<file path="config.mk">
export PLATFORM = sky130hd
export DESIGN_NAME = dmem_ctrl_flat
export DESIGN_NICKNAME = d
export VERILOG_FILES = /design/src/rtl/dmem_ctrl_pkg.sv /design/src/rtl/dmem_ctrl_if.sv /design/src/rtl/dmem_load_fmt.sv /design/src/rtl/dmem_ctrl.sv /design/src/flat_wrapper.sv
export SDC_FILE = /design/constraint.sdc
export NUM_CORES = 1
export LEC_CHECK = 0
export CORE_MARGIN = 3
export CORE_UTILIZATION = 30
export CTS_CLUSTER_SIZE = 30
export DETAILED_ROUTE_END_ITERATION = 6
export PLACE_DENSITY = 0.67
export SYNTH_ARGS = -nofsm -noshare
export SYNTH_HDL_FRONTEND = slang
export SYNTH_HIERARCHICAL = 1
export SYNTH_SLANG_ARGS = --single-unit
</file>
<file path="constraint.sdc">
create_clock -name clk -period 8.75 [get_ports clk]
set_input_delay 1.75 -clock clk [delete_from_list [all_inputs] [get_ports clk]]
set_output_delay 1.75 -clock clk [all_outputs]
set_load 0.05 [all_outputs]
</file>
<file path="src/rtl/dmem_ctrl_pkg.sv">
// Shared codes, state encoding and store-lane helpers for dmem_ctrl.
// Optional feature macro: DMEM_ERR_CNT_EN (error counter output).
package dmem_ctrl_pkg;

  localparam logic [2:0] MEM_B  = 3'b000;
  localparam logic [2:0] MEM_HW = 3'b001;
  localparam logic [2:0] MEM_W  = 3'b010;

  localparam logic [3:0] BE_NONE = 4'b0000;
  localparam logic [3:0] BE_B0   = 4'b0001;
  localparam logic [3:0] BE_LO   = 4'b0011;
  localparam logic [3:0] BE_HI   = 4'b1100;
  localparam logic [3:0] BE_ALL  = 4'b1111;

  localparam int LANE_W = 8;
  localparam int HALF_W = 16;

  typedef enum logic [1:0] {
    S_IDLE,
    S_ACCESS,
    S_CAPT,
    S_RESP
  } state_t;

  function automatic logic [3:0] st_be(
    input logic [2:0] mode,
    input logic [1:0] lo
  );
    case (mode)
      MEM_B:   st_be = BE_B0 << lo;
      MEM_HW:  st_be = lo[1] ? BE_HI : BE_LO;
      MEM_W:   st_be = BE_ALL;
      default: st_be = BE_NONE;
    endcase
  endfunction

  function automatic logic [31:0] st_data(
    input logic [2:0]  mode,
    input logic [31:0] wd
  );
    case (mode)
      MEM_B:   st_data = {4{wd[LANE_W-1:0]}};
      MEM_HW:  st_data = {2{wd[HALF_W-1:0]}};
      default: st_data = wd;
    endcase
  endfunction

endpackage

</file>
<file path="src/rtl/dmem_ctrl_if.sv">
// Request/response handshake plus RAM-side bus of dmem_ctrl.
// Optional feature macro: DMEM_ERR_CNT_EN (not used here).
interface dmem_ctrl_if #(
  parameter int ADDR_W = 10
);
  logic              req_valid;
  logic              req_ready;
  logic              mem_read;
  logic              mem_write;
  logic [2:0]        mode;
  logic              unsigned_ld;
  logic [31:0]       addr;
  logic [31:0]       wdata;
  logic              rsp_valid;
  logic              rsp_ready;
  logic [31:0]       rdata;
  logic              err;
  logic [ADDR_W-1:0] ram_addr;
  logic              ram_re;
  logic              ram_we;
  logic [3:0]        ram_be;
  logic [31:0]       ram_wdata;
  logic [31:0]       ram_rdata;

  modport slave (
    input  req_valid, mem_read, mem_write,
    input  mode, unsigned_ld, addr, wdata,
    input  rsp_ready, ram_rdata,
    output req_ready, rsp_valid, rdata, err,
    output ram_addr, ram_re, ram_we,
    output ram_be, ram_wdata
  );

  modport master (
    output req_valid, mem_read, mem_write,
    output mode, unsigned_ld, addr, wdata,
    output rsp_ready, ram_rdata,
    input  req_ready, rsp_valid, rdata, err,
    input  ram_addr, ram_re, ram_we,
    input  ram_be, ram_wdata
  );
endinterface

</file>
<file path="src/rtl/dmem_load_fmt.sv">
// Load lane select with sign/zero extension.
// Optional feature macro: DMEM_ERR_CNT_EN (not used here).
module dmem_load_fmt
  import dmem_ctrl_pkg::*;
(
  input  logic [31:0] i_data,
  input  logic [1:0]  i_lane,
  input  logic [2:0]  i_mode,
  input  logic        i_uns,
  output logic [31:0] o_data
);
  logic [7:0]  w_byte;
  logic [15:0] w_half;
  logic        w_sb;
  logic        w_sh;

  always_comb begin
    w_byte = i_data[{i_lane, 3'b000} +: LANE_W];
    w_half = i_lane[1] ? i_data[31:16]
                       : i_data[15:0];
    w_sb   = ~i_uns & w_byte[7];
    w_sh   = ~i_uns & w_half[15];
    case (i_mode)
      MEM_B:   o_data = {{24{w_sb}}, w_byte};
      MEM_HW:  o_data = {{16{w_sh}}, w_half};
      default: o_data = i_data;
    endcase
  end
endmodule

</file>
<file path="src/rtl/dmem_ctrl.sv">
// Load/store responder driving a synchronous-read byte-enable RAM.
// Optional feature macro: DMEM_ERR_CNT_EN adds err_count[15:0].
module dmem_ctrl
  import dmem_ctrl_pkg::*;
#(
  parameter int ADDR_W = 10
) (
  input logic clk,
  input logic rst,
  dmem_ctrl_if.slave bus
`ifdef DMEM_ERR_CNT_EN
  ,
  output logic [15:0] err_count
`endif
);
  state_t      r_state;
  logic [1:0]  r_lane;
  logic [2:0]  r_mode;
  logic        r_uns;
  logic        r_load;

  logic        w_rd;
  logic        w_wr;
  logic        w_nop;
  logic        w_mode_ok;
  logic        w_mis;
  logic        w_oor;
  logic        w_err;
  logic        w_acc;
  logic [31:0] w_fmt;

  assign w_rd  = bus.mem_read;
  assign w_wr  = bus.mem_write;
  assign w_nop = ~w_rd & ~w_wr;
  assign w_mode_ok = (bus.mode == MEM_B)
                   | (bus.mode == MEM_HW)
                   | (bus.mode == MEM_W);
  assign w_mis = ((bus.mode == MEM_HW)
                  & bus.addr[0])
               | ((bus.mode == MEM_W)
                  & (|bus.addr[1:0]));
  assign w_oor = |bus.addr[31:ADDR_W+2];
  // nops touch no RAM, so only real accesses are checked
  assign w_err = (w_rd & w_wr)
               | (~w_nop
                  & (~w_mode_ok | w_mis | w_oor));
  assign w_acc = (r_state == S_IDLE)
               & bus.req_valid;

  dmem_load_fmt u_fmt (
    .i_data (bus.ram_rdata),
    .i_lane (r_lane),
    .i_mode (r_mode),
    .i_uns  (r_uns),
    .o_data (w_fmt)
  );

  always_ff @(posedge clk or posedge rst) begin
    if (rst) begin
      r_state       <= S_IDLE;
      r_lane        <= '0;
      r_mode        <= MEM_B;
      r_uns         <= 1'b0;
      r_load        <= 1'b0;
      bus.req_ready <= 1'b1;
      bus.rsp_valid <= 1'b0;
      bus.err       <= 1'b0;
      bus.rdata     <= '0;
      bus.ram_re    <= 1'b0;
      bus.ram_we    <= 1'b0;
      bus.ram_be    <= BE_NONE;
      bus.ram_addr  <= '0;
      bus.ram_wdata <= '0;
    end else begin
      case (r_state)
        S_IDLE: if (bus.req_valid) begin
          bus.req_ready <= 1'b0;
          r_lane        <= bus.addr[1:0];
          r_mode        <= bus.mode;
          r_uns         <= bus.unsigned_ld;
          r_load        <= w_rd;
          bus.err       <= w_err;
          bus.rdata     <= '0;
          if (w_err | w_nop) begin
            r_state       <= S_RESP;
            bus.rsp_valid <= 1'b1;
          end else begin
            r_state      <= S_ACCESS;
            bus.ram_addr <= bus.addr[ADDR_W+1:2];
            bus.ram_re   <= w_rd;
            bus.ram_we   <= w_wr;
            if (w_wr) begin
              bus.ram_be <= st_be(bus.mode,
                                  bus.addr[1:0]);
              bus.ram_wdata <= st_data(bus.mode,
                                       bus.wdata);
            end
          end
        end
        S_ACCESS: begin
          bus.ram_re <= 1'b0;
          bus.ram_we <= 1'b0;
          bus.ram_be <= BE_NONE;
          if (r_load) begin
            r_state <= S_CAPT;
          end else begin
            r_state       <= S_RESP;
            bus.rsp_valid <= 1'b1;
          end
        end
        S_CAPT: begin
          bus.rdata     <= w_fmt;
          bus.rsp_valid <= 1'b1;
          r_state       <= S_RESP;
        end
        S_RESP: if (bus.rsp_ready) begin
          bus.rsp_valid <= 1'b0;
          bus.err       <= 1'b0;
          bus.rdata     <= '0;
          bus.req_ready <= 1'b1;
          r_state       <= S_IDLE;
        end
      endcase
    end
  end

`ifdef DMEM_ERR_CNT_EN
  always_ff @(posedge clk or posedge rst) begin
    if (rst) begin
      err_count <= '0;
    end else if (w_acc & w_err
                 & (err_count != 16'hFFFF)) begin
      err_count <= err_count + 16'd1;
    end
  end
`endif

endmodule

</file>
<file path="src/flat_wrapper.sv">
// flat-port wrapper written by rule: the top's interface ports become plain ports
module dmem_ctrl_flat import dmem_ctrl_pkg::*;
#(
  parameter int ADDR_W = 10
)
  (clk, rst, bus_req_valid, bus_mem_read, bus_mem_write, bus_mode, bus_unsigned_ld, bus_addr, bus_wdata, bus_rsp_ready, bus_ram_rdata, bus_req_ready, bus_rsp_valid, bus_rdata, bus_err, bus_ram_addr, bus_ram_re, bus_ram_we, bus_ram_be, bus_ram_wdata);
  dmem_ctrl_if #(.ADDR_W(ADDR_W)) bus_i ();
  input logic clk;
  input logic rst;
  input wire logic [$bits(bus_i.req_valid)-1:0] bus_req_valid;
  input wire logic [$bits(bus_i.mem_read)-1:0] bus_mem_read;
  input wire logic [$bits(bus_i.mem_write)-1:0] bus_mem_write;
  input wire logic [$bits(bus_i.mode)-1:0] bus_mode;
  input wire logic [$bits(bus_i.unsigned_ld)-1:0] bus_unsigned_ld;
  input wire logic [$bits(bus_i.addr)-1:0] bus_addr;
  input wire logic [$bits(bus_i.wdata)-1:0] bus_wdata;
  input wire logic [$bits(bus_i.rsp_ready)-1:0] bus_rsp_ready;
  input wire logic [$bits(bus_i.ram_rdata)-1:0] bus_ram_rdata;
  output wire logic [$bits(bus_i.req_ready)-1:0] bus_req_ready;
  output wire logic [$bits(bus_i.rsp_valid)-1:0] bus_rsp_valid;
  output wire logic [$bits(bus_i.rdata)-1:0] bus_rdata;
  output wire logic [$bits(bus_i.err)-1:0] bus_err;
  output wire logic [$bits(bus_i.ram_addr)-1:0] bus_ram_addr;
  output wire logic [$bits(bus_i.ram_re)-1:0] bus_ram_re;
  output wire logic [$bits(bus_i.ram_we)-1:0] bus_ram_we;
  output wire logic [$bits(bus_i.ram_be)-1:0] bus_ram_be;
  output wire logic [$bits(bus_i.ram_wdata)-1:0] bus_ram_wdata;
  assign bus_i.req_valid = bus_req_valid;
  assign bus_i.mem_read = bus_mem_read;
  assign bus_i.mem_write = bus_mem_write;
  assign bus_i.mode = bus_mode;
  assign bus_i.unsigned_ld = bus_unsigned_ld;
  assign bus_i.addr = bus_addr;
  assign bus_i.wdata = bus_wdata;
  assign bus_i.rsp_ready = bus_rsp_ready;
  assign bus_i.ram_rdata = bus_ram_rdata;
  assign bus_req_ready = bus_i.req_ready;
  assign bus_rsp_valid = bus_i.rsp_valid;
  assign bus_rdata = bus_i.rdata;
  assign bus_err = bus_i.err;
  assign bus_ram_addr = bus_i.ram_addr;
  assign bus_ram_re = bus_i.ram_re;
  assign bus_ram_we = bus_i.ram_we;
  assign bus_ram_be = bus_i.ram_be;
  assign bus_ram_wdata = bus_i.ram_wdata;
  dmem_ctrl #(.ADDR_W(ADDR_W)) u_core (.clk(clk), .rst(rst), .bus(bus_i));
endmodule
</file>
## Word-level counts from Yosys, hierarchy flattened

Cells that the tools add are included.

- Flip-flop bits (word level): 92
- Input bits: 106

- Reductions and logical operators: 17
- Bitwise logic cells: 20
- Shift operators: 2
- Multiplexer cells: 33
- Equality and inequality tests: 12

Operators by type and width:

| operator | count |
|---|---|
| case mux 32 bit (2 select lines) | 2 |
| case mux 32 bit (3 select lines) | 1 |
| two-way mux 32 bit | 2 |
| indexed part select 32 x 6 -> 8 bit | 1 |
| OR reduction 20 bit | 1 |
| two-way mux 16 bit | 1 |
| two-way mux 4 bit | 4 |
| two-way mux 1 bit | 12 |
| inequality test 2 bit, second input constant | 6 |
| case mux 4 bit (3 select lines) | 1 |
| AND reduction 3 bit | 4 |
| AND reduction 4 bit | 3 |
| case mux 1 bit (2 select lines) | 4 |
| case mux 2 bit (4 select lines) | 1 |
| case mux 4 bit (2 select lines) | 1 |
| bitwise AND 1 bit | 7 |
| bitwise OR 1 bit | 7 |
| equality test 3 x 1 -> 1 bit, second input constant | 2 |
| zero test 3 bit | 2 |
| two-way mux 2 bit | 3 |
| NOT 1 bit | 6 |
| equality test 2 bit, second input constant | 2 |
| case mux 1 bit (4 select lines) | 1 |
| AND reduction 2 bit | 2 |
| other kinds (7) | 8 |

## Longest topological paths before layout

Gate-level depths: netlist of run 1.

- Depth in word-level cells: 12
- Mapped depth: 10

## Hierarchy

Netlist of run 1, hierarchy kept.

Modules (own cells, without submodules):

| module | cells an instance | times used | area an instance (µm²) |
|---|---|---|---|
| dmem_ctrl | 412 | 1 | 4,139.0 |
| dmem_load_fmt | 96 | 1 | 634.4 |

## Least setup slack after synthesis of run 1

OpenSTA, ideal clock, no wires.

- Kind: in2reg
- Start: input port bus_mode[2]
- End: register u_core.bus.ram_wdata[0]
- Cell stages on the path: 6
- Path buffers: 2
- Data arrival time: 3,302 ps
- Slack: 5,323 ps
- Path through: or4_4 nor4_2 nand4_1 buf_2 buf_6 mux2_4

- Word-level cells in the longest chain between the ends: 11
- Elaborated cells on any way between the ends: 16
- Those cells by class: eq/ne: 2; bitwise: 12; reduce/logical: 2

Ends and longest elaborated chain:

| item | RTL line | source |
|---|---|---|
| start, declared | flat_wrapper.sv:13 | `input wire logic [$bits(bus_i.mode)-1:0] bus_mode;` |
| equality test 3 x 1 -> 1 bit or zero test 3 bit (tied branches) | dmem_ctrl.sv:36, dmem_ctrl.sv:38, dmem_ctrl.sv:35 |  |
| bitwise OR 1 bit | dmem_ctrl.sv:36 | `\| (bus.mode == MEM_HW)` |
| bitwise OR 1 bit | dmem_ctrl.sv:37 | `\| (bus.mode == MEM_W);` |
| NOT 1 bit | dmem_ctrl.sv:46 | `& (~w_mode_ok \| w_mis \| w_oor));` |
| bitwise OR 1 bit * (2 in a row) | dmem_ctrl.sv:46 |  |
| bitwise AND 1 bit * | dmem_ctrl.sv:46 |  |
| bitwise OR 1 bit * | dmem_ctrl.sv:45 | `\| (~w_nop` |
| bitwise OR 1 bit * | dmem_ctrl.sv:84 | `if (w_err \| w_nop) begin` |
| NOT 1 bit (no line) * | -- |  |
| AND reduction 4 bit (no line) * | -- |  |
| end signal, assigned | dmem_ctrl.sv:95 | `bus.ram_wdata <= st_data(bus.mode,` |
| end, declared | dmem_ctrl_if.sv:31 | `output ram_be, ram_wdata` |

Every way passes the cells marked *; elsewhere a longest branch is shown, timed or not.
A chain may end at the register's enable or synchronous reset.

## Final worst setup path of run 1

- Start: input port bus_mode[0]
- End: register u_core.bus.ram_wdata[5]

The elaborated chain is that of the path after synthesis.

==> results of run 1 <==
-- Yosys cell counts (3+ instances only) --
cell,count
sky130_fd_sc_hd__a21o_1,16
sky130_fd_sc_hd__a21oi_1,17
sky130_fd_sc_hd__a22o_1,9
sky130_fd_sc_hd__buf_2,4
sky130_fd_sc_hd__clkbuf_1,23
sky130_fd_sc_hd__dfrtp_1,91
sky130_fd_sc_hd__ha_1,4
sky130_fd_sc_hd__inv_1,8
sky130_fd_sc_hd__mux2_2,23
sky130_fd_sc_hd__mux2_4,4
sky130_fd_sc_hd__mux2i_1,33
sky130_fd_sc_hd__nand2_1,107
sky130_fd_sc_hd__nand2b_1,3
sky130_fd_sc_hd__nand3_1,43
sky130_fd_sc_hd__nand4_1,3
sky130_fd_sc_hd__nor2_1,25
sky130_fd_sc_hd__nor4_1,3
sky130_fd_sc_hd__o21ai_0,51
sky130_fd_sc_hd__o22ai_1,3
-- routing by layer --
layer	share of wire	wire length (um)
met1	0.41	6106
met2	0.48	7077
met3	0.095	1418
met4	0.019	280
met5	0	0
-- cells in the final DEF, fill, tap and decap left out, drive strengths merged, types with 16 or more instances in the layout --
cell type      count
dfrtp             91
nand3             43
mux2              27
a21o              16
nor2              27
clkdlybuf4s50    188
o21ai             52
mux2i             33
nand2            107
a21oi             17
-- worst min-delay path, cell delays in order (launching register included) --
cell	delay, ns
sky130_fd_sc_hd__dfrtp_1	0.34
sky130_fd_sc_hd__nand2_1	0.05
sky130_fd_sc_hd__nand2_1	0.05
-- report_power, final --
part | internal [W] | total, W | switching (W)
clock | 0.000219 | 0.000379 | 0.000160
sequential | 0.000520 | 0.000605 | 0.0000850
combinational | 0.000345 | 0.000966 | 0.000622
-- cells by family after synthesis --
| family | Yosys count | synth area share |
|---|---|---|
| xor gates and xnor gates | 2 | 0.003670 |
| AOI/OAI and AO/OA | 110 | 0.1447 |
| adders and majority gates | 5 | 0.01258 |
| DFF | 92 | 0.4826 |
| buffers and inverters | 41 | 0.03722 |
| muxes | 60 | 0.1360 |
| and+or+nand+nor | 198 | 0.1832 |
-- sequential cells by signal, indices dropped and copies added, names as in the netlist, 2 cells and up --
| name | flops |
|---|---|
| u_core/r_mode | 3 |
| u_core/bus.ram_wdata | 32 |
| u_core/bus.ram_addr | 10 |
| u_core/bus.ram_be | 4 |
| u_core/r_state | 2 |
| u_core/r_lane | 2 |
| u_core/bus.rdata | 32 |
-- metrics by stage --
step | total power [W] | area [um^2] | hold WS (ns) | cells | setup slack (ns)
6_report | 0.001950 | 7093 | 0.4677 | 895 | 4.891
5_1_grt | 0.002077 | 7093 | 0.4940 | 895 | 4.705
4_1_cts | 0.001970 | 7093 | 0.4729 | 895 | 4.882
3_5_place_dp | 0.001582 | 6809 | 0.4585 | 879 | 4.523
3_3_place_gp | 0.001564 | 6809 | 0.4529 | 879 | 4.550
2_1_floorplan | 0.001281 | 4773 | 0.4446 | 508 | 4.610
-- cell type report --
cell class	count	area share
multi-input cells	375	0.3235
inverters	9	0.004939
clock buffers	10	0.03228
clock inverters	6	0.007762
flip-flops and latches	92	0.3247
well taps	211	0.03722
repair buffers	192	0.2695
-- final timing paths --
| check | start | to | depth (start not counted) |
|---|---|---|---|
| worst max-delay path | bus_mode[0] | u_core/bus.ram_wdata[5]$_DFFE_PP0P_ | 6 |
| worst min-delay path | u_core/bus.rdata[4]$_DFFE_PP0P_ | u_core/bus.rdata[4]$_DFFE_PP0P_ | 2 |
| worst max register to register | u_core/r_state[0]$_DFFE_PP0P_ | u_core/bus.rdata[21]$_DFFE_PP0P_ | 7 |
| worst min register to register | u_core/bus.rdata[4]$_DFFE_PP0P_ | u_core/bus.rdata[4]$_DFFE_PP0P_ | 2 |
| max in group asynchronous | rst | u_core/bus.rdata[6]$_DFFE_PP0P_ | 3 |
| min in group asynchronous | rst | u_core/bus.ram_addr[3]$_DFFE_PP0P_ | 2 |
==> results by stage, run 1 <==
Setup path:
- The cell family with the largest share of critical-path delay is buffers and inverters.
- The worst stage delay on the critical path is 0.94 ns.
- The kind of end point of the critical path is a flip-flop.
- The largest fanout on the critical path is 65.
- The type of the worst setup path is input pin to flip-flop.
- STA classifies the critical path startpoint as an input pin.
- The reg-to-reg setup timing slack is between 6 and 7 ns.
- Walking the worst path, the cells encountered are clkdlybuf4s50_1 > xor2_1 > nand2_1 > nand4_1 > buf_4 > mux2_2.
- For this design, the slowest cell found on the critical path is sky130_fd_sc_hd__clkdlybuf4s50_1.
- The data arrival time of the critical path is between 4 and 5 ns.
- The required time at the worst-slack endpoint is 8.97 ns.
- The count of buffer and inverter cells on the critical path is 2.

Yosys:
- Of the synthesized area, sequential elements account for 0.4826.
- The cell area that synthesis handed to floorplanning was 4773 um^2.
- The synthesized design contains 0 enable-type register cells.
- After synthesis, the netlist uses 48 different library cells.
- The proportion of netlist area held by the largest area contributor is 0.4771.
- The largest total area in the synthesized netlist belongs to sky130_fd_sc_hd__dfrtp_1.
- Counting every net in the synthesized netlist gives just over 600.
- The mean instance size in the synthesized netlist is 9.396 um^2.
- The fraction of registers with async set or reset after synthesis is 1.000.
- The cell count after synthesis is between 500 and 600.
- The total of warnings raised by yosys is 6.
- The post-synthesis sequential element count is 92.
- Sorting the synthesized cells by area gives the leading types as sky130_fd_sc_hd__dfrtp_1 48%, sky130_fd_sc_hd__nand2_1 8.4%, sky130_fd_sc_hd__mux2i_1 6.9%.
- The leading register cell type out of synthesis is sky130_fd_sc_hd__dfrtp_1.

Power:
- The cell leakage power is ~3.2 nW.
- The total power per unit cell area is between 200 and 300 nW/um^2.
- IR analysis of the VDD net gives a maximum drop of between 0.0001 and 0.00015 V.

GRT:
- For this run, global-route usage on met3 was measured as 0.06069.
- The residual overflow from global routing is 0.
- The first global-routing pass estimated between 20000 and 25000 um of wire.
- The initial antenna violation count came to 0.
- Entering global routing, the biggest net connects 66 pins.
- The global-route met2 utilization is 0.2748.
- The overall global routing resource usage is 0.1721.
- The number of global-route vias before repair was 4565.
- The met1 capacity usage during global routing is 0.2159.
- The global routing stage identified its most utilized layer as met2.

CTS:
- The later-pin clock latency in the skew report is about 0.34 ns.
- The count of cells resized by post-cts repair is 0.
- In this run the post-CTS setup repair buffer count came out at 0.
- The total CTS buffers is 9.
- Clock-pin slew was measured on the worst setup and hold paths at 0.06 ns.
- The maximum clock insertion buffer count is 2.
- The clock tree root buffer cell is sky130_fd_sc_hd__clkbuf_16.
- The CTS tree is done.
- The maximum level of the CTS H-tree is 3.
- The number of hold buffers added after CTS is 0.
- The number of sinks on the clock net is just over 90.

Placement:
- After legalization and detailed placement, the total HPWL measured around 11000 um.
- Port buffering added roughly 190 buffers.
- Routability-driven placement finished with a final weighted congestion of between 0.8 and 0.9.

Final layout:
- The number of nets at the end of the flow is 789.
- The footprint of the multi-input gates is between 2000 and 2500 um^2.
- The layout-stage area growth over the synthesis result is 48.60%.
- In the final layout, the share of cells above drive strength 1 is 0.08480.
- The number of filler cells placed in the layout is ~1.5k.
- The area used by sequential logic in the layout is ~2300 um^2.
- Measured on the finished design, the core utilization comes to 0.4615.
- The repair_antennas step left the layout with diodes totalling 0.

Floorplanning:
- The floorplan step defined a die boundary enclosing approximately 17000 um^2.
- approximately 190 I/O pins were placed.
- The die is approximately 130 um tall.
- For this configuration, the core starts out at a cell density of 0.3105.
- The floorplan step set the die width to about 130 um.
- The core region area is about 15000 um^2.
- The row count is 45.

STA:
- Setup violations remaining at the end of the flow were counted as 0.
- Setup repair after global routing left no endpoint under its margin.
- Timing would allow up to between 200 and 300 MHz.
- The slew of the pin with the lowest slew margin is 1.202 ns.
- The fraction of the cycle the final worst path needs is 0.4410.
- The final critical-path required period is between 3 and 4 ns.
- The total negative slack is 0 ns.
- The post-route clock skew is 0.003153 ns.
- The total count of max-transition violations in the final report is 0.
- The final number of hold-violating endpoints was 0.
- In this run the tightest slew margin relative to its limit is 0.1980.

Route:
- The overall routed net length is around 15000 um.
- The first routing iteration left about 330 violations.
- The ratio of routed vias to standard cells is roughly 4.9.
- The post-detailed-route DRC marker count is 0.
- The first TritonRoute pass finished after 5 iterations.
- After detailed routing, the average wire length per cell comes to 16.63 um.
- The number of nets still failing antenna checks after routing is 0.
- The detailed-route via count is around 4.4k.

Outcome:
- The flow ran to the end, and the final reports show no timing, DRC or antenna violations.

Run:
- Across the run, the number of max-cap violations was 0.

Worst hold path:
- The path class of the lowest-slack min-delay path is flip-flop to flip-flop.
No activity file was read; power rests on OpenSTA's default activity.
==> run 2, diff against run 1 <==
Settings changed: PLACE_DENSITY 0.67 to 0.69.
Clock period 8.75 ns to 3.4 ns, I/O delays scaled along.
==> run 2 against run 1 <==
  * Clock power grew to 2.7 times the previous value
  * Final area is 0.97% higher
  * First-iteration DRC count is 5.4% lower
  * Count of clock-buffer cells in the layout stayed put
  * Sequential power grew to 2.6 times the previous value
  * Power grew to 2.6 times the previous value
  * Critical path depth stayed put
  * Combinational power grew to 2.6 times the previous value
  * Clock skew is 0.0024 ns higher
  * Sequential share of layout area is 0.31 points lower
  * Via count is 0.59% higher
  * Largest power group unchanged
  * Highest routed layer unchanged
==> results by stage, run 2 (same netlist as run 1, synthesis figures left out) <==
CTS:
- The maximum clock insertion buffer count is 2.
- The H-tree was split into 3 levels.
- TritonCTS built the clock tree.
- Clock-pin slew was measured on the worst setup and hold paths at about 0.060 ns.
- The number of sinks on the clock net is 92.
- The clock tree root buffer cell is sky130_fd_sc_hd__clkbuf_16.
- The number of hold buffers added after CTS was 0.
- The total CTS buffers is 9.
- The later-pin clock latency in the skew report is around 0.34 ns.
- After clock tree synthesis, the setup repair step added 0 buffers.
- Once the clock tree was built, the resizer swapped 0 gates to a different size.

Route:
- The detailed-route via count is roughly 4.4k.
- The pre-antenna-repair detailed-routing pass consisted of 5 iterations.
- In the routed layout, each cell is associated on average with a via count of between 4 and 5.
- The overall routed net length is around 15000 um.
- After detailed routing, the average wire length per cell comes to between 15 and 20 um.
- The first routing iteration left around 320 violations.
- The post-detailed-route DRC marker count is 0.
- Once detail routing completed, the nets flagged for antenna violations numbered 0.

STA:
- Setup repair after global routing left no endpoint under its margin.
- The post-route worst hold slack is about 0.47 ns.
- The final number of hold-violating endpoints is 0.
- The setup violation total in the final timing report is 0.
- Across the routed clock network, the largest skew measured is approximately 0.0055 ns.
- The total negative slack is 0 ns.
- Dividing the final minimum period by the clock period gives 0.7883.
- The total count of max-transition violations in the final report came to 0.
- The slew of the pin with the lowest slew margin is between 1 and 1.5 ns.
- For the finished layout, the period the worst path requires is between 2 and 3 ns.
- Derived from the worst setup path, the maximum achievable clock frequency is approximately 370 MHz.
- The worst slew slack as a fraction of its limit is 0.2973.

Worst hold path:
- The path class of the lowest-slack min-delay path is flip-flop to flip-flop.
- The worst hold path terminates at u_core/bus.rdata[4]$_DFFE_PP0P_.
- In this run the most critical hold path is launched from u_core/bus.rdata[4]$_DFFE_PP0P_.
- The instance count along the most critical hold path is 2.

Floorplanning:
- The die boundary width is around 130 um.
- After floorplanning, the core was sized to cover ~15000 um^2.
- The floorplan step set the die height to roughly 130 um.
- The number of top-level pins is approximately 190.
- The die covers between 15000 and 20000 um^2.
- The row count is between 40 and 50.
- For this configuration, the core starts out at a cell density of 0.3105.

Setup path:
- The logic depth of the worst register-to-register path is 7.
- The largest fanout on the critical path is 65.
- The worst register-to-register path begins at u_core/r_state[0]$_DFFE_PP0P_.
- The required time at the worst-slack endpoint is between 3 and 4 ns.
- The data arrival time of the critical path is slightly below 3 ns.
- The worst setup path is of the input pin to flip-flop kind.
- STA classifies the critical path endpoint as a flip-flop.
- Across all register-to-register paths, the minimum setup slack is approximately 1.1 ns.
- The endpoint of the lowest-slack register-to-register path is u_core/bus.rdata[14]$_DFFE_PP0P_.
- STA classifies the critical path startpoint as an input pin.

Placement:
- At the end of routability-driven placement, the weighted congestion stood at about 0.86.
- The post-detailed-placement half-perimeter wirelength is around 11000 um.
- Port buffering added 188 buffers.

GRT:
- The initial antenna violation count is 0.
- For this run the aggregate overflow at the end of global routing stands at 0.
- The overall global routing resource usage is 0.1688.
- The global-route wire length before repair is approximately 24000 um.
- The number of global-route vias before repair is ~4.5k.
- The maximum number of pins on one net before global-route repair is 66.

Run:
- Across the run, the number of max-cap violations was 0.

Final layout:
- The layout-stage area growth over the synthesis result is 50.04%.
- The number of inserted diodes is 0.
- The commonest non-fill, non-tap cell in the layout is sky130_fd_sc_hd__clkdlybuf4s50_1.
- The area used by sequential logic in the layout is 2303 um^2.
- The multi-input combinational cells in the finished layout cover a total of 2295 um^2.
- In the layout the commonest cells are 188 x sky130_fd_sc_hd__clkdlybuf4s50_1, 107 x sky130_fd_sc_hd__nand2_1, 91 x sky130_fd_sc_hd__dfrtp_1.
- The number of nets at the end of the flow is roughly 800.
- The largest registers in the layout are u_core/bus.ram_wdata x32, u_core/bus.rdata x32, u_core/bus.ram_addr x10.
- Counting the fill cells in the layout gives roughly 1.5k.
- The share of post-route cells with drive strength above 1 is 0.09157.

Power:
- The worst-case IR drop observed on VDD is roughly 0.00035 V.
- Dividing total power by cell area gives a power density of 712.1 nW/um^2.
- The analysis attributes to cell leakage a power of about 3.2 nW.

Outcome:
- The run finished with clean final reports.
run 2: worst max path at each step:
stage	start	end	slack, ns	cells after the start
floorplan	rst	u_core/bus.err$_DFFE_PP0P_	0.33	1
global placement	bus_mode[2]	u_core/bus.ram_wdata[1]$_DFFE_PP0P_	0.39	6
detailed placement	bus_mode[2]	u_core/bus.ram_addr[6]$_DFFE_PP0P_	0.38	6
CTS	bus_mode[2]	u_core/bus.ram_addr[6]$_DFFE_PP0P_	0.76	6
global route	bus_mode[2]	u_core/bus.ram_wdata[2]$_DFFE_PP0P_	0.59	6
finish	bus_mode[2]	u_core/bus.ram_wdata[2]$_DFFE_PP0P_	0.72	6
run 2: metal layers:
metal	part of all wire	track usage
met3	0.11	0.07557
met2	0.48	0.2839
met1	0.40	0.1956
met4	0.017	0.04609
met5	0	0
run 2: metrics by stage:
stage	total power, W	cell area (um^2)	setup slack [ns]	cells	util
after floorplan	0.003297	4773	0.3297	508	-
after global placement	0.004040	6852	0.3943	883	0.4457
after detailed placement	0.004086	6852	0.3780	883	0.4457
after CTS	0.005141	7162	0.7551	899	0.4659
after global routing	0.005403	7162	0.5936	899	0.4659
final	0.005100	7162	0.7198	899	0.4659
run 2: critical path, cell delays in order:
cell,delay [ns]
sky130_fd_sc_hd__clkdlybuf4s50_1,0.50
sky130_fd_sc_hd__or4_4,0.58
sky130_fd_sc_hd__nor4_2,0.30
sky130_fd_sc_hd__nand4_1,0.13
sky130_fd_sc_hd__buf_4,0.32
sky130_fd_sc_hd__mux2_4,0.36
run 2: report_power, final:
| group | internal (W) | switching (W) | leakage (nW) |
|---|---|---|---|
| clock network | 0.000595 | 0.000437 | 0.145 |
| registers | 0.00134 | 0.000219 | 1.24 |
| logic | 0.000905 | 0.00161 | 1.82 |
| total | 0.00284 | 0.00226 | 3.21 |
run 2: cell type report:
cell class,count,share of cell area
flip-flops and latches,92,0.3216
multi-input cells,375,0.3204
inverters,9,0.004892
clock buffers,10,0.03337
repair buffers,196,0.2729
clock inverters,6,0.009958
well taps,211,0.03686
==> run 3, diff against run 2 <==
Clock period 3.4 ns to 2.4 ns, I/O delays scaled along.
==> run 3 against run 2 <==
  * Setup slack worse by 0.66 ns
  * Sequential share of layout area down 0.92 points
  * Core utilization up 1.4 points
  * Die area unchanged
  * First-iteration DRC count down 13%
  * Clock power up 51%
  * Combinational power up 48%
  * Non-clock buffer count up 19
  * Flip-flop and latch count unchanged
==> results by stage, run 3 (same netlist as run 1, synthesis figures left out) <==
Final layout:
- Leaving out fill and tap cells, the most frequent cell in the layout is sky130_fd_sc_hd__clkdlybuf4s50_1.
- The largest registers in the layout are u_core/bus.ram_wdata x32, u_core/bus.rdata x32, u_core/bus.ram_addr x10.
- The final layout contains a little over 800 nets.
- 0 antenna diodes ended up in the layout.
- In the layout the commonest cells are 188 x sky130_fd_sc_hd__clkdlybuf4s50_1, 107 x sky130_fd_sc_hd__nand2_1, 91 x sky130_fd_sc_hd__dfrtp_1.
- The layout-stage area growth over the synthesis result is 54.47%.
- Summing all multi-input logic gate instances after layout gives 2295 um^2.
- Excluding fillers, the count of instances in the completed layout stands at 918.
- The sequential cells in the finished layout cover a total of between 2000 and 2500 um^2.
- After filler insertion, the fill cell instance count of the layout stands at approximately 1.4k.
- The share of post-route cells with drive strength above 1 is 0.1146.
- The final design area excluding fillers is about 7400 um^2.

CTS:
- In this run, post-CTS hold repair placed 0 buffers.
- The count of cells resized by post-cts repair is 0.
- The CTS tree is done.
- The total CTS buffers is 9.
- Clock-pin slew was measured on the worst setup and hold paths at ~0.06 ns.
- The number of post-CTS setup repair buffers is 0.
- The maximum clock insertion buffer count is 2.
- The maximum level of the CTS H-tree is 3.
- The later-pin clock latency in the skew report is ~0.34 ns.
- CTS placed an instance of sky130_fd_sc_hd__clkbuf_16 at the clock tree root.
- CTS saw between 90 and 100 sinks.

GRT:
- The residual overflow from global routing is 0.
- Across every metal layer, demand over resource in global routing totals 0.1755.
- The initial antenna violation count was 0.
- The number of global-route vias before repair was approximately 4.8k.
- The maximum number of pins on one net before global-route repair is between 90 and 100.
- The first global-routing pass estimated around 25000 um of wire.

Outcome:
- The run finished with clean final reports.

Power:
- Across the VDD grid, the largest voltage drop is around 0.00043 V.
- The internal power summed over all cells is between 0.004 and 0.005 W.
- The share of total power dissipated in combinational logic is 0.498.
- Summed over all cells, the static leakage comes to approximately 3.3 nW.
- The total power per unit cell area is a little over 1000 nW/um^2.
- The net load switching power is between 0.003 and 0.004 W.
- Of the total power, the clock network draws 0.210.
- Of the total power, registers draw 0.292.
- Of the total power, the share spent switching nets is 0.4354.

Floorplanning:
- The initial standard-cell utilization of the core is 0.3105.
- Measured along the y axis, the die boundary spans about 130 um.
- The row count is between 40 and 50.
- The die area is roughly 17000 um^2.
- In this run the horizontal extent of the chip is 132.1 um.
- The core region is between 15000 and 20000 um^2.
- The number of top-level pins is roughly 190.

Setup path:
- The worst register-to-register path has a depth of 8.
- On the worst path, the slowest cell contributes a delay of ~0.57 ns.
- Across all register-to-register paths, the minimum setup slack is around 0.25 ns.
- Of all nets on the critical path, the largest fanout is 10.
- The worst setup path is launched from an input pin.
- The worst setup path is captured at a flip-flop.
- The critical path goes through clkdlybuf4s50_1 > or4_4 > nor3_2 > nand4_1 > nor2_4 > buf_12 > mux2_2.
- The data arrival time of the critical path is around 2.6 ns.
- The worst register-to-register path ends at u_core/bus.ram_wdata[31]$_DFFE_PP0P_.
- The cell with the biggest individual delay on the critical path is sky130_fd_sc_hd__or4_4.
- In this run the critical register-to-register path is launched from u_core/r_state[0]$_DFFE_PP0P_.
- Data on the critical path is required at its endpoint by about 2.6 ns.
- The type of the worst setup path is input pin to flip-flop.

STA:
- Based on the critical path, the design can be clocked at up to 426.6 MHz.
- In this run the tightest slew margin relative to its limit is 0.5703.
- The total count of max-transition violations in the final report was 0.
- The final number of hold-violating endpoints is 0.
- Setup repair after global routing left no endpoint under its margin.
- Counting I/O delays and the setup requirement, the final critical path takes roughly 2.3 ns.
- The post-route clock skew is between 0.003 and 0.004 ns.
- Of the available clock period, the critical path in the final layout requires 0.9768.
- The post-route worst hold slack is around 0.47 ns.
- Setup violations remaining at the end of the flow were counted as 0.
- At the pin with the least slew margin, the transition time is 0.6446 ns.

Placement:
- The placed instances occupy a cell area of 7047 um^2.
- The routability-driven placement congestion ratio is approximately 0.86.
- The HPWL after detailed placement is around 11000 um.
- The number of cells after detailed placement is between 900 and 1k.
- The number of input and output port buffers inserted is about 190.

Route:
- The post-detailed-route DRC marker count is 0.
- After detailed routing, the total wire length is 15180 um.
- The number of nets still failing antenna checks after routing is 0.
- For this block, the initial DRC count from the detailed router was 273.
- The detailed-route via count is 4506.
- The first detailed-routing pass took 4 iterations.
- The ratio of routed vias to standard cells is between 4 and 5.
- After detailed routing, the average wire length per cell comes to about 17 um.

Worst hold path:
- In this run the most critical hold path is launched from u_core/bus.rdata[13]$_DFFE_PP0P_.
- The path class of the lowest-slack min-delay path is flip-flop to flip-flop.
- The terminating pin of the worst hold path is u_core/bus.rdata[13]$_DFFE_PP0P_.
- The instance count along the most critical hold path is 2.

Run:
- Max-cap violations in this run came to 0.
==> run 3: cell count changes in the layout (fill, tap and decap cells not counted) <==
cell                         change
sky130_fd_sc_hd__clkinvlp_4      +1
sky130_fd_sc_hd__buf_12          +4
sky130_fd_sc_hd__clkbuf_1        +1
sky130_fd_sc_hd__bufinv_16       +1
sky130_fd_sc_hd__buf_4          +15
sky130_fd_sc_hd__clkinv_4        -2
sky130_fd_sc_hd__clkinv_2        -1
==> run 3: final cells by class <==
type / instances / share of cell area
Tap cell: 211 / 0.03581
Clock inverter: 5 / 0.01137
Multi-Input combinational cell: 375 / 0.3112
Sequential cell: 92 / 0.3124
Inverter: 9 / 0.005091
Clock buffer: 11 / 0.03292
Timing Repair Buffer: 215 / 0.2912
==> run 3: layer usage <==
layer,up-vias,part of all wire,global-route usage,wire (um)
li1,2151,-,-,-
met1,2112,0.40,0.2119,6062
met2,222,0.48,0.2942,7306
met3,21,0.10,0.06107,1527
met4,0,0.019,0.05659,286
met5,-,0,0,0
==> run 3: worst max path at each step <==
stage / startpoint / end / slack [ns] / cells after the start
finish: bus_mode[2] / u_core/bus.ram_addr[8]$_DFFE_PP0P_ / 0.06 / 7
global route: bus_mode[2] / u_core/bus.ram_be[2]$_DFFE_PP0P_ / 0.004 / 7
CTS: bus_mode[2] / u_core/bus.ram_addr[8]$_DFFE_PP0P_ / 0.09 / 7
detailed placement: bus_mode[2] / u_core/bus.ram_addr[8]$_DFFE_PP0P_ / -0.28 / 7
global placement: bus_mode[2] / u_core/bus.ram_addr[5]$_DFFE_PP0P_ / -0.20 / 7
floorplan: bus_mode[2] / u_core/bus.ram_wdata[0]$_DFFE_PP0P_ / 0.24 / 6
==> run 3: stage by stage <==
step / util / TNS, ns / power [W] / worst slack (ns)
after global routing: 0.4797 / 0 / 0.007899 / 0.004234
after detailed placement: 0.4584 / -10.22 / 0.005901 / -0.2808
after CTS: 0.4797 / 0 / 0.007505 / 0.09407
final: 0.4797 / 0 / 0.007451 / 0.05574
after floorplan: - / 0 / 0.004671 / 0.2428
after global placement: 0.4584 / -7.548 / 0.005822 / -0.1981
==> run 3: power by group through the flow <==
stage,registers [W],logic (W),clock network [W]
5_1_grt,0.00223,0.00399,0.00168
4_1_cts,0.00218,0.00371,0.00162
6_report,0.00218,0.00371,0.00156
2_1_floorplan,0.00300,0.00167,0
3_3_place_gp,0.00219,0.00363,0
3_5_place_dp,0.00220,0.00370,0
==> run 3: worst max-delay path: cells and delay by family <==
| family | cells | cell delay (ns) |
|---|---|---|
| buffers and inverters | 2 | 0.58 |
| and+or+nand+nor | 4 | 1.17 |
| muxes | 1 | 0.34 |
